File: config.mk
export PLATFORM = sky130hd
export DESIGN_NAME = pipe_ctrl_gen
export DESIGN_NICKNAME = d
export VERILOG_FILES = /design/src/rtl/pipe_ctrl_gen.sv
export SDC_FILE = /design/constraint.sdc
export NUM_CORES = 1
export LEC_CHECK = 0
export CORE_UTILIZATION = 45
export DETAILED_ROUTE_END_ITERATION = 12
export GPL_ROUTABILITY_DRIVEN = 0
export MAX_ROUTING_LAYER = met4
export PLACE_DENSITY_LB_ADDON = 0.15
export SLEW_MARGIN = 40
export SYNTH_ARGS = -nofsm -noshare
export SYNTH_HDL_FRONTEND = slang
export SYNTH_SLANG_ARGS = --single-unit
export TNS_END_PERCENT = 30
File: constraint.sdc
create_clock -name clk -period 5.83 [get_ports clk]
set_input_delay 1.166 -clock clk [delete_from_list [all_inputs] [get_ports clk]]
set_output_delay 1.166 -clock clk [all_outputs]
set_load 0.1 [all_outputs]
File: src/rtl/pipe_ctrl_gen.sv
// pipe_ctrl_gen -- stall/flush controller for an N-stage pipeline.
//   Freezes every stage upstream of the highest stall requester. Sequences
//   exception and ERET redirects: freeze, then a one-cycle registered flush
//   carrying new_pc, then a refill cycle. Also keeps a saturating count of
//   stalled cycles and a sticky watchdog for long continuous stalls.
// Ports:
//   clk, rst         clock (rising edge), asynchronous active-high reset
//   stallreq         per-stage stall requests (bit 0 unused)
//   excp_req         exception taken; wins over eret_req
//   eret_req/epc_in  ERET commit and its return address
//   wdog_clr         clears the watchdog flag and its counter
//   stall            stall vector, bit 0 = PC hold, bit i = stage i hold
//   flush/new_pc     registered flush pulse and redirect target (0 otherwise)
//   stall_cycles     saturating count of cycles with stall != 0
//   wdog_timeout     sticky watchdog flag
module pipe_ctrl_gen #(
  parameter int                 NUM_STAGES = 6,
  parameter int                 ADDR_W     = 32,
  parameter logic [ADDR_W-1:0]  EXC_VECTOR = 'h20,
  parameter int                 WDOG_LIMIT = 1024,
  parameter int                 CNT_W      = 32
) (
  input  logic                  clk,
  input  logic                  rst,
  input  logic [NUM_STAGES-1:0] stallreq,
  input  logic                  excp_req,
  input  logic                  eret_req,
  input  logic [ADDR_W-1:0]     epc_in,
  input  logic                  wdog_clr,
  output logic [NUM_STAGES-1:0] stall,
  output logic                  flush,
  output logic [ADDR_W-1:0]     new_pc,
  output logic [CNT_W-1:0]      stall_cycles,
  output logic                  wdog_timeout
);

  localparam int WCW = $clog2(WDOG_LIMIT + 1);

  typedef enum logic [1:0] {IDLE, FREEZE, FLUSH, REFILL} state_e;

  state_e                state_q, state_d;
  logic [ADDR_W-1:0]     pc_lat_q, pc_lat_d;
  logic                  flush_q;
  logic [ADDR_W-1:0]     new_pc_q;
  logic [CNT_W-1:0]      cnt_q, cnt_d;
  logic [WCW-1:0]        wcnt_q, wcnt_d;
  logic                  wdog_q, wdog_d;
  logic [NUM_STAGES-1:0] rule, stall_c;
  logic                  stall_nz, wd_en;

  // Stage i holds if any stage at or below it in the pipe (index >= i) asks;
  // the PC holds whenever anything asks.
  always_comb begin
    logic acc;
    acc  = 1'b0;
    rule = '0;
    for (int i = NUM_STAGES - 1; i >= 1; i--) begin
      acc     = acc | stallreq[i];
      rule[i] = acc;
    end
    rule[0] = acc;
  end

  always_comb begin
    state_d  = state_q;
    pc_lat_d = pc_lat_q;
    stall_c  = '0;
    unique case (state_q)
      IDLE: begin
        if (excp_req) begin
          stall_c  = '1;
          pc_lat_d = EXC_VECTOR;
          state_d  = FREEZE;
        end else if (eret_req) begin
          stall_c  = '1;
          pc_lat_d = epc_in;
          state_d  = FREEZE;
        end else begin
          stall_c  = rule;
        end
      end
      FREEZE: begin
        stall_c = '1;
        state_d = FLUSH;
      end
      FLUSH:   state_d = REFILL;
      // Redirect requests are ignored here: no nested redirect.
      REFILL: begin
        stall_c = rule;
        state_d = IDLE;
      end
      default: state_d = IDLE;
    endcase
  end

  assign stall_nz = |stall_c;
  // The watchdog only times stalls the pipeline asked for, not redirect freezes.
  assign wd_en    = stall_nz && (state_q == IDLE || state_q == REFILL);

  always_comb begin
    cnt_d = cnt_q;
    if (stall_nz && cnt_q != {CNT_W{1'b1}}) cnt_d = cnt_q + 1'b1;

    wcnt_d = wcnt_q;
    if (wdog_clr || !stall_nz)                   wcnt_d = '0;
    else if (wd_en && wcnt_q < WCW'(WDOG_LIMIT)) wcnt_d = wcnt_q + 1'b1;

    // Flag rises on the edge where the counter reaches the limit; clear wins.
    wdog_d = wdog_clr ? 1'b0
                      : (wdog_q | (wd_en && wcnt_q >= WCW'(WDOG_LIMIT - 1)));
  end

  always_ff @(posedge clk or posedge rst) begin
    if (rst) begin
      state_q  <= IDLE;
      pc_lat_q <= '0;
      flush_q  <= 1'b0;
      new_pc_q <= '0;
      cnt_q    <= '0;
      wcnt_q   <= '0;
      wdog_q   <= 1'b0;
    end else begin
      state_q  <= state_d;
      pc_lat_q <= pc_lat_d;
      flush_q  <= (state_q == FREEZE);
      new_pc_q <= (state_q == FREEZE) ? pc_lat_q : '0;
      cnt_q    <= cnt_d;
      wcnt_q   <= wcnt_d;
      wdog_q   <= wdog_d;
    end
  end

  // Stall is combinational, so it is gated by reset to drop immediately.
  assign stall        = rst ? '0 : stall_c;
  assign flush        = flush_q;
  assign new_pc       = new_pc_q;
  assign stall_cycles = cnt_q;
  assign wdog_timeout = wdog_q;

endmodule

==> After elaboration in Yosys (flattened, before gate mapping) <==
Index checks and enable logic that the tools add are counted.
{ "op_classes": {"n_bitwise": 5, "n_mux": 13, "magnitude_cmp": 2, "n_mul": 0, "n_shift": 0, "n_reduce_logical": 12, "n_div": 0, "addsub": 2, "n_eq_ne": 5} }
{ "ops": {"columns": ["op", "n"], "rows": [
  ["32-bit 2-to-1 mux", 3],
  ["32-bit by 1-bit adder with 32-bit output, second input constant", 1],
  ["32-bit inequality test, second input constant", 1],
  ["11-bit 2-to-1 mux", 2],
  ["6-bit 2-to-1 mux", 3],
  ["6-bit case mux with 3 select lines", 1],
  ["11-bit by 1-bit adder with 11-bit output, second input constant", 1],
  ["11-bit by 10-bit >= comparator with 1-bit output, second input constant", 1],
  ["11-bit less-than comparator, second input constant", 1],
  ["2-bit case mux with 4 select lines", 1],
  ["6-bit OR reduction", 1],
  ["1-bit bitwise OR", 5],
  ["2-bit == test, second input constant", 2],
  ["1-bit logical AND", 4],
  ["2-bit 2-to-1 mux", 2],
  ["2-bit nonzero test", 2],
  ["3-bit inequality test, second input constant", 1],
  ["2-bit by 1-bit == test with 1-bit output, second input constant", 1],
  ["2-bit zero test", 1],
  ["1-bit logical OR", 2],
  ["2-bit AND reduction", 1],
  ["1-bit zero test", 1],
  ["1-bit 2-to-1 mux", 1]
]} }
{ "word_totals": {"ramBits": 0, "mem_bits_ro": 0, "n_memories": 0, "input_bits": 43, "reg_bits": 111, "latch_bits": 0, "word_cells": 46} }

==> Depth between registers and ports, before layout <==
{ "logic_depth": {"depth_word": 12, "ltp_mapped": 9, "depth_no_buf": 7} }

==> Least setup slack after synthesis <==
No wires, ideal clock.
{ "synth_path": {"kind": "input-to-output", "from": "input rst", "to": "output stall[1]", "n_path_buf": 1, "slack_ns": -1.162, "stages": 4, "arrival_ns": 5.826, "required_ns": 4.664, "cell_sequence": "inv_1 > nand2_1 > nor2_1 > buf_4"} }
{ "synth_between": {"elab_chain_cells": 1} }
{ "synth_rtl": {"columns": ["element", "line_no", "source"], "rows": [
  ["start, declared", "24", "input logic rst,"],
  ["6-bit 2-to-1 mux", "134", "assign stall = rst ? '0 : stall_c;"],
  ["end, declared", "30", "output logic [NUM_STAGES-1:0] stall,"]
]} }
Every way passes these cells.

==> Worst setup path after layout <==
{ "layout_path": {"from": "input stallreq[5]", "to": "output stall[1]"} }
{ "layout_between": {"elab_chain_cells": 8} }
{ "layout_rtl": {"columns": ["element", "line_no", "source"], "rows": [
  ["start, declared", "25", "input logic [NUM_STAGES-1:0] stallreq,"],
  ["1-bit bitwise OR * (4 in a row)", "58", "acc = acc | stallreq[i];"],
  ["6-bit 2-to-1 mux", "74", "end else if (eret_req) begin"],
  ["6-bit 2-to-1 mux", "70", "if (excp_req) begin"],
  ["6-bit case mux with 3 select lines *", "68", "unique case (state_q)"],
  ["6-bit 2-to-1 mux *", "134", null]
]} }
Every way passes the cells marked *; elsewhere a longest branch is shown, timed or not.

==> flow_metrics.py <==
metrics = {
    "status": {
        "status": "finished, final reports clean",
    },
    "timing": {
        "relSlewSlack_pct": 49.09,
        "rsz0062_at_grt": "no",
        "max_freq_mhz": 245.7,
        "report.final.hold_viol_count": 0,
        "tns_ns": 0,
        "slew_viol_final": 0,
        "finalSetupViolations": 0,
        "finalCritPeriodShare_pct": 69.81,
        "worstMarginPinSlew_ns": 0.7567,
        "fin_skew_ns": 0.008924,
        "min_period_ns": 4.070,
    },
    "setup_path": {
        "crit_chain": "clkdlybuf4s50_1 > o32a_1 > nor4_1 > nor2_1 > buf_4",
        "setup.worst_path.end_class": "output port",
        "critPathKind": "input pin to output port",
        "cp_max_fo": 3,
        "crit_arrival_ns": 2.90,
        "rr_endpoint": "stall_cycles[1]",
        "cp-start-kind": "input pin",
        "cp_slowest_cell": "clkdlybuf4s50_1",
        "critPathLaunch": "stallreq[5]",
        "rr_startpoint": "state_q[0]",
        "cp.required_ns": 4.66,
        "slowest_delay_ns": 0.46,
        "r2r_cells": 6,
        "rrSetupSlack_ns": 3.39,
    },
    "logic_synthesis": {
        "ys_seq_area_share_pct": 58.30,
        "synthTopCellsByArea": "dfrtp_1, xnor2_1, and2_1",
        "synth.largest_area_cell": "dfrtp_1",
        "synthCells": 442,
        "syn-num-nets": 491,
        "yosysUniqueCellTypes": 36,
        "synth_top_area_share_pct": 58.30,
        "syn_area_um2": 4765,
        "syn_avg_cell_area_um2": 10.78,
        "ys.warnings.count": 0,
        "ys_ff_latch": 111,
    },
    "placed_design": {
        "port_buffers": 113,
        "hpwl_um": 7131,
    },
    "cells_and_area": {
        "area_growth_syn_to_layout_pct": 24.05,
        "final_nets": 601,
        "drive_above_1_share_pct": 17.95,
        "diodes": 0,
    },
    "detailed_routing": {
        "met2_length_um": 4751,
        "wl_met1_um": 4870,
        "dr_wl_met3_um": 453,
        "ant_nets": 0,
        "dr_total_vias": 3501,
        "firstDrtPassIters": 4,
        "drt_wl_total_um": 10240,
        "wire_per_inst_um": 14.78,
        "drc_errors": 0,
        "drtIter0Drc": 112,
        "vias_per_cell": 5.052,
        "top_layer": "met4",
    },
    "floorplanning": {
        "fp.dieW_um": 104.9,
        "io_pins": 115,
        "die_area_um2": 11000,
        "start_util_pct": 46.36,
        "fp.dieH_um": 104.9,
        "core_um2": 10280,
        "core.rowCount": 37,
    },
    "clocking": {
        "numCtsBuffers": 9,
        "clockBufferDepth": 2,
        "cts-root-buf": "clkbuf_8",
        "clock_sinks": 111,
        "post_cts_resized": 0,
        "htree_levels": 3,
        "cts_tree": "yes",
        "clk_latency_ns": 0.36,
        "post_cts_buffers": 0,
        "hold_buffers": 0,
        "clk_pin_slew_ns": 0.09,
    },
    "global_route": {
        "grt_overflow": 0,
        "antenna_found_initial": 0,
        "grt_pass1_wl_um": 17170,
        "grt_usage_pct": 20.52,
        "grt_pass1_vias": 3458,
        "grt_max_degree": 64,
    },
    "worst_hold_path": {
        "whs_path_depth": 2,
        "whs_endpoint": "pc_lat_q[5]",
        "hp-class": "flop to flop",
        "worstHoldStart": "pc_lat_q[5]",
    },
    "power": {
        "cellLeakagePower_uw": 0.002821,
        "max-vdd-ir-drop_v": 0.0004470,
        "finalPower_uw": 2907,
        "power_density_nw_per_um2": 491.7,
    },
    "flow_run": {
        "drv_cap": 0,
    },
}
==> synthesized netlist by cell type, drive strengths merged <==
master	n
dfrtp	111
nor2	22
a21oi	8
clkbuf	14
nor3	5
a31oi	2
o21a	1
nor4	4
o22ai	1
nand2	47
xor2	9
nor4b	2
nand2b	31
or2	1
nand4b	1
o21ai	40
nor3b	1
or3	3
and4	6
nand4	19
and3	7
o22a	1
buf	5
xnor2	29
mux2	1
inv	6
o41ai	1
nand3	19
ha	6
o32a	1
and2	38
==> registers in the layout, indices dropped and copies added (netlist names) <==
name	count
new_pc	32
stall_cycles	32
pc_lat_q	32
wdog_timeout	1
state_q	2
flush	1
wcnt_q	11
==> worst max-delay path: cells and delay by family <==
family                 cells  cell delay, ns
AOI/OAI and AO/OA          1            0.42
buffers and inverters      2            0.72
and+or+nand+nor            2            0.59
==> report_power, final <==
part / total, uW / leakage (uW) / switching, uW / internal (uW)
combinational: 1350 / 0.00120 / 1060 / 290
sequential: 1040 / 0.00150 / 95.4 / 947
clock: 514 / 0.000120 / 249 / 266
==> how the worst max path moves through the flow <==
| stage | to | cells after the start |
|---|---|---|
| after floorplan | stall[1] | 4 |
| after global placement | stall[1] | 5 |
| after detailed placement | stall[1] | 5 |
| after CTS | stall[1] | 5 |
| after global routing | stall[1] | 5 |
| final | stall[1] | 5 |
==> metal layers <==
metal / vias to the layer above / global-route usage (%)
met2: 104 / 31.93
li1: 1701 / -
met3: 14 / 3.057
met4: 0 / 7.847
met5: - / -
met1: 1682 / 27.28
==> through the flow <==
step	utilization, %	instance area, um2	hold slack (ns)	std cells	setup slack [ns]
2_1_floorplan	-	4768	0.4311	442	0.1826
3_3_place_gp	58.49	6011	0.4407	677	1.819
3_5_place_dp	55.27	5680	0.4570	677	1.777
4_1_cts	57.51	5911	0.4780	693	1.766
5_1_grt	57.51	5911	0.5098	693	1.713
6_report	57.51	5911	0.4708	693	1.760
==> cells in the final DEF (no fill, tap or decap), types with 5 or more instances in the layout <==
master	n
a21oi_1	8
clkdlybuf4s50_1	41
nand3_1	19
and3_1	7
dfrtp_1	111
inv_1	5
nor2_1	22
o21ai_0	39
xnor2_1	29
nand2_1	47
ha_1	6
buf_4	11
buf_2	66
xor2_1	9
nor3_1	5
clkbuf_8	11
nand2b_1	31
and4_1	6
and2_1	38
nand4_1	19
==> kinds of logic after synthesis <==
kind of cell             after synthesis  share of synthesized area [%]
AND/OR/NAND/NOR                      206                          23.61
flip-flops                           111                          58.30
AO/OA/AOI/OAI                         55                          6.881
XOR/XNOR                              38                          6.985
buffers and inverters                 25                          2.416
adder cells (fa/ha/maj)                6                          1.576
multiplexers                           1                         0.2363
==> cell type report <==
class                   count  area (um2)
fillers                   938        4367
flip-flops and latches    111        2778
multi-input cells         306        1883
repair buffers            118       823.3
well taps                 136       170.2
clock buffers              11       151.4
clock inverters             5       78.83
inverters                   6       26.28
(Power assumes the default switching activity.)
